`src/rtl/pattern_recorder_if.sv`:
```
// pattern_recorder_if: capture-side bus between input encoder,
// recorder and sequence control.
interface pattern_recorder_if #(
  parameter int DEPTH = 5,
  parameter int WIDTH = 2,
  parameter int IDX_W = 3
);
  logic                   start;
  logic                   mode;
  logic [WIDTH-1:0]       inData;
  logic                   inStrobe;
  logic [DEPTH*WIDTH-1:0] expData;
  logic [DEPTH*WIDTH-1:0] recData;
  logic [IDX_W-1:0]       index;
  logic                   busy;
  logic                   done;
  logic                   match;
  logic                   mismatch;

  modport master (
    output start, mode, inData,
    output inStrobe, expData,
    input  recData, index, busy,
    input  done, match, mismatch
  );

  modport slave (
    input  start, mode, inData,
    input  inStrobe, expData,
    output recData, index, busy,
    output done, match, mismatch
  );
endinterface

```
`src/rtl/pattern_recorder.sv`:
```
// pattern_recorder: records or checks a DEPTH-long
// sequence of WIDTH-bit symbols entered on strobe edges.
module pattern_recorder #(
  parameter int DEPTH = 5,
  parameter int WIDTH = 2,
  parameter int IDX_W = 3
) (
  input  logic               clk,
  input  logic               reset,
  pattern_recorder_if.slave  bus
);
  localparam int DW = DEPTH * WIDTH;
  localparam logic [IDX_W-1:0] LAST =
    IDX_W'(DEPTH - 1);

  typedef enum logic [1:0] {
    IDLE,
    CAPTURE,
    DONE
  } state_e;

  state_e           state_q, state_d;
  logic [DW-1:0]    rec_q, rec_d;
  logic [IDX_W-1:0] idx_q, idx_d;
  logic             match_q, match_d;
  logic             mism_q, mism_d;
  logic             mode_q, mode_d;
  logic             strb_q;
  logic             edge_w;
  logic [WIDTH-1:0] exp_sym;

  assign edge_w = bus.inStrobe & ~strb_q;

  // Expected symbol for the slot about to be compared.
  always_comb begin
    exp_sym = '0;
    for (int i = 0; i < DEPTH; i++) begin
      if (idx_q == IDX_W'(i))
        exp_sym = bus.expData[i*WIDTH +: WIDTH];
    end
  end

  // Next-state: start has priority; edges only count in CAPTURE.
  always_comb begin
    state_d = state_q;
    rec_d   = rec_q;
    idx_d   = idx_q;
    match_d = match_q;
    mism_d  = mism_q;
    mode_d  = mode_q;
    if (bus.start) begin
      mode_d  = bus.mode;
      idx_d   = '0;
      match_d = 1'b0;
      mism_d  = 1'b0;
      state_d = CAPTURE;
      if (!bus.mode)
        rec_d = '0;
    end else if (state_q == CAPTURE && edge_w) begin
      if (!mode_q) begin
        for (int i = 0; i < DEPTH; i++) begin
          if (idx_q == IDX_W'(i))
            rec_d[i*WIDTH +: WIDTH] = bus.inData;
        end
        idx_d = idx_q + 1'b1;
        if (idx_q == LAST)
          state_d = DONE;
      end else if (bus.inData == exp_sym) begin
        idx_d = idx_q + 1'b1;
        if (idx_q == LAST) begin
          match_d = 1'b1;
          state_d = DONE;
        end
      end else begin
        mism_d  = 1'b1;
        state_d = DONE;
      end
    end
  end

  // State and datapath registers with synchronous reset.
  always_ff @(posedge clk) begin
    if (reset) begin
      state_q <= IDLE;
      rec_q   <= '0;
      idx_q   <= '0;
      match_q <= 1'b0;
      mism_q  <= 1'b0;
      mode_q  <= 1'b0;
      strb_q  <= 1'b0;
    end else begin
      state_q <= state_d;
      rec_q   <= rec_d;
      idx_q   <= idx_d;
      match_q <= match_d;
      mism_q  <= mism_d;
      mode_q  <= mode_d;
      strb_q  <= bus.inStrobe;
    end
  end

  assign bus.recData  = rec_q;
  assign bus.index    = idx_q;
  assign bus.busy     = (state_q == CAPTURE);
  assign bus.done     = (state_q == DONE);
  assign bus.match    = match_q;
  assign bus.mismatch = mism_q;
endmodule

```
`src/flat_wrapper.sv`:
```
// flat-port wrapper written by rule: the top's interface ports become plain ports
module pattern_recorder_flat 
#(
  parameter int DEPTH = 5,
  parameter int WIDTH = 2,
  parameter int IDX_W = 3
)
  (clk, reset, bus_start, bus_mode, bus_inData, bus_inStrobe, bus_expData, bus_recData, bus_index, bus_busy, bus_done, bus_match, bus_mismatch);
  pattern_recorder_if #(.DEPTH(DEPTH), .WIDTH(WIDTH), .IDX_W(IDX_W)) bus_i ();
  input  logic clk;
  input  logic reset;
  input wire logic [$bits(bus_i.start)-1:0] bus_start;
  input wire logic [$bits(bus_i.mode)-1:0] bus_mode;
  input wire logic [$bits(bus_i.inData)-1:0] bus_inData;
  input wire logic [$bits(bus_i.inStrobe)-1:0] bus_inStrobe;
  input wire logic [$bits(bus_i.expData)-1:0] bus_expData;
  output wire logic [$bits(bus_i.recData)-1:0] bus_recData;
  output wire logic [$bits(bus_i.index)-1:0] bus_index;
  output wire logic [$bits(bus_i.busy)-1:0] bus_busy;
  output wire logic [$bits(bus_i.done)-1:0] bus_done;
  output wire logic [$bits(bus_i.match)-1:0] bus_match;
  output wire logic [$bits(bus_i.mismatch)-1:0] bus_mismatch;
  assign bus_i.start = bus_start;
  assign bus_i.mode = bus_mode;
  assign bus_i.inData = bus_inData;
  assign bus_i.inStrobe = bus_inStrobe;
  assign bus_i.expData = bus_expData;
  assign bus_recData = bus_i.recData;
  assign bus_index = bus_i.index;
  assign bus_busy = bus_i.busy;
  assign bus_done = bus_i.done;
  assign bus_match = bus_i.match;
  assign bus_mismatch = bus_i.mismatch;
  pattern_recorder #(.DEPTH(DEPTH), .WIDTH(WIDTH), .IDX_W(IDX_W)) u_core (.clk(clk), .reset(reset), .bus(bus_i));
endmodule
```
`config.mk`:
```
export PLATFORM = sky130hd
export DESIGN_NAME = pattern_recorder_flat
export DESIGN_NICKNAME = d
export VERILOG_FILES = /design/src/rtl/pattern_recorder_if.sv /design/src/rtl/pattern_recorder.sv /design/src/flat_wrapper.sv
export SDC_FILE = /design/constraint.sdc
export NUM_CORES = 1
export LEC_CHECK = 0
export ABC_CLOCK_PERIOD_IN_PS = 2210
export BUFFER_PORTS_ARGS = -buffer_cell sky130_fd_sc_hd__buf_2
export CAP_MARGIN = 0
export CORE_UTILIZATION = 46
export DETAILED_ROUTE_END_ITERATION = 12
export PLACE_DENSITY = 0.75
export SLEW_MARGIN = 20
export SYNTH_ARGS = -nofsm -noshare
export SYNTH_HDL_FRONTEND = slang
export SYNTH_SLANG_ARGS = --single-unit
export TNS_END_PERCENT = 50
```
`constraint.sdc`:
```
create_clock -name clk -period 2.21 [get_ports clk]
set_clock_uncertainty 0.2 [all_clocks]
set_input_delay 0.1105 -clock clk [delete_from_list [all_inputs] [get_ports clk]]
set_output_delay 0.1105 -clock clk [all_outputs]
set_load 0.02 [all_outputs]
```
==> flow_metrics.tcl <==
set metrics [dict create \
    status "complete, but fails checks" \
    violations "setup timing" \
    place.gp.congestion 0.851 \
    io_pins 34 \
    synth_top_area_share_pct 31.3 \
    area_growth_syn_to_layout_pct 34.2 \
    synthesis.nets 164 \
    cts_sinks 19 \
    drive_above_1_share_pct 39.5 \
    placed_cells 201 \
    ir_drop_v 0.000313 \
    dieArea_mm2 0.00285 \
    initial_core_util_pct 49.0 \
    yosysTopAreaCell "dfxtp_1" \
    yosysUniqueCellTypes 45 \
    crit_path_top_delay_cell "a211o_4" \
    synth-seq-cells 19 \
    max-clock-path-buffers 2 \
    p_per_area_mw_per_mm2 410 \
    hold_path_class "input pin to flop" \
    synth_top_cells_by_area "dfxtp_1 (31%), nand3_1 (6.6%), ha_1 (5.2%)" \
    dp_hpwl_um 2410 \
    crit_fanout 7 \
    die_w_um 53.4 \
    max_slew.worst_pin.slew_ns 0.507 \
    fin_crit_ns 2.23 \
    rows 18 \
    async_reset_ff_share_pct 0 \
    syn_area_per_cell_um2 8.55 \
    cap_violations 0 \
    syn-cell-area_mm2 0.00121 \
    p_leak_nw 0.687 \
    critPathMaxStageDelay_ns 0.38 \
    portBuffers 33 \
    nets 208 \
    clock_latency_ns 0.30 \
    cp_top_family "compound AO/OA/AOI/OAI gates" \
    startpoint_type "flop" \
    cts_inserted_buffers 3 \
    final_max_slew_viol_count 0 \
    routed_via_density 5.93 \
    grtUsageTotal_pct 25.5 \
    tns_ns -0.0451 \
    endpoint_kind "flop" \
    setup_ws_ns -0.0244 \
    drt_pass1_iterations 4 \
    fmax_mhz 448 \
    finalSetupViolCount 3 \
    worstPathRequired_ns 2.20 \
    cp_cell_sequence "inv_1 -> ha_2 -> a21oi_1 -> a211o_1 -> a211o_4 -> buf_6 -> nand4_1 -> o221ai_2" \
    worstSetupPathType "flop to flop" \
    vias 1276 \
    htreeDepth 1 \
    seq_area_frac_synth_pct 31.3 \
    wl_um 3420 \
    clk_pin_slew_ns 0.10 \
    synth-warning-count 0 \
    synth_edf_count 0 \
    cts_root_buf "clkbuf_4" \
    crit_cells 8 \
    critPathBufInv 2 \
    overflow 0 \
    grt_pass1_vias 1176 \
    hold_viol 0 \
    drtAntennaViolNets 0 \
    fin_cells 215 \
    hold_path_depth 3 \
    grt_pass1_wl_um 5210 \
    fin_crit_sh_pct 101 \
    tritoncts "yes" \
    postSynthCellCount 142 \
    ys.flop_type "dfxtp_1" \
    wl_per_cell_um 15.9 \
    core_area_mm2 0.00248 \
    grt_max_degree 16 \
    drtIter0Drc 19 \
    antenna_found_initial 0 \
    route.detailed.drc 0 \
    ff2ff_path_depth 8 \
    dp_slack_ns -0.0777 \
    rsz0062_at_grt "true" \
    slew_headroom_pct 66.2 \
    antenna_cells 0 \
    die_h_um 53.4 \
    critPathArrivalTime_ns 2.22 \
]
[cell usage after synthesis, types with 2 or more instances]
master,instances
a211o_1,2
a211o_2,2
a21oi_1,12
a22o_1,2
a2bb2oi_1,2
a31oi_1,5
and2b_4,2
and3_1,2
buf_6,2
clkbuf_1,8
dfxtp_1,19
ha_1,5
inv_1,8
nand2_1,4
nand2b_1,2
nand3_1,16
nand3b_1,4
nor2_1,12
nor2b_1,5
nor3_1,2
o221ai_2,2
[timing repair]
item,in CTS,in global routing
cloned,0,0
setup buffers,3,0
hold buffers,7,0
pin swaps,7,8
setup endpoints to repair,5,7
gates resized for setup,12,5
endpoints found under the hold margin,13,0
[final cells by class]
cell class                 count  area (um2)
multi-input combinational    104         830
inverter                       8        30.0
sequential                    19         392
clock buffer                   4        26.3
tap                           30        37.5
timing repair buffer          50         314
fill                         202         848
[power by group]
group	internal (mW)	leakage (nW)	switching, mW
clock	0.0704	0.0150	0.105
combinational	0.0640	0.515	0.0749
sequential	0.345	0.156	0.00778
total	0.480	0.687	0.188
[flip-flops by register name, summed over array words and instances (netlist names)]
| signal | cells |
|---|---|
| u_core.bus.recData | 10 |
| u_core.bus.match | 1 |
| u_core.state_q | 2 |
| u_core.bus.mismatch | 1 |
| u_core.strb_q | 1 |
| u_core.mode_q | 1 |
| u_core.bus.index | 3 |
[metal layers]
layer / vias to the layer above / GRT usage [%] / routed length (um)
met5: - / 0 / 0
met4: 0 / 10.1 / 42
met3: 5 / 3.74 / 185
met2: 53 / 46.3 / 1720
met1: 611 / 29.2 / 1470
li1: 607 / - / -
[tightest hold or removal path, delay by kind of cell]
| kind | cells | cell delay (ns) |
|---|---|---|
| compound gates | 1 | 0.07 |
| buf+inv | 2 | 0.32 |
[worst paths after layout]
path / from / to / slack (ns)
max: u_core.bus.index[0] / u_core.bus.index[1] / -0.02
min: bus_start / u_core.state_q[0] / 0.06
max reg2reg: u_core.bus.index[0] / u_core.bus.index[1] / -0.02
min reg2reg: u_core.bus.recData[4] / u_core.bus.recData[4] / 0.27
[cells by family (layout without fill, tap and decap cells)]
logic type | count (synthesis) | count (layout) | share of synthesized area, %
AOI/OAI and AO/OA | 39 | 39 | 26.8
buffers and inverters | 19 | 62 | 7.22
DFF | 19 | 19 | 31.3
muxes | 1 | 1 | 0.825
and+or+nand+nor | 59 | 59 | 28.7
adders and majority gates | 5 | 5 | 5.15
[stage by stage]
step | power (mW) | area [um2] | util, % | hold WS (ns)
6_report | 0.668 | 1630 | 65.8 | 0.0551
2_1_floorplan | 0.438 | 1220 | - | -0.0233
3_5_place_dp | 0.472 | 1420 | 57.4 | 0.151
3_3_place_gp | 0.467 | 1420 | 57.4 | 0.141
5_1_grt | 0.703 | 1630 | 65.8 | 0.0526
4_1_cts | 0.665 | 1600 | 64.6 | 0.0565
[cells in the final DEF, fill, tap and decap left out, drive strengths merged, types with 3 or more instances in the layout]
| cell type | Yosys | final |
|---|---|---|
| dlygate4sd3 | 0 | 7 |
| buf | 3 | 43 |
| nand3 | 16 | 16 |
| a21oi | 12 | 12 |
| inv | 8 | 8 |
| clkbuf | 8 | 4 |
| nand3b | 4 | 4 |
| nand2 | 4 | 4 |
| a22o | 3 | 3 |
| ha | 5 | 5 |
| nor2 | 12 | 12 |
| a31oi | 5 | 5 |
| dfxtp | 19 | 19 |
| a211o | 4 | 4 |
| nor2b | 5 | 5 |
No activity file was read; power rests on OpenSTA's default activity.
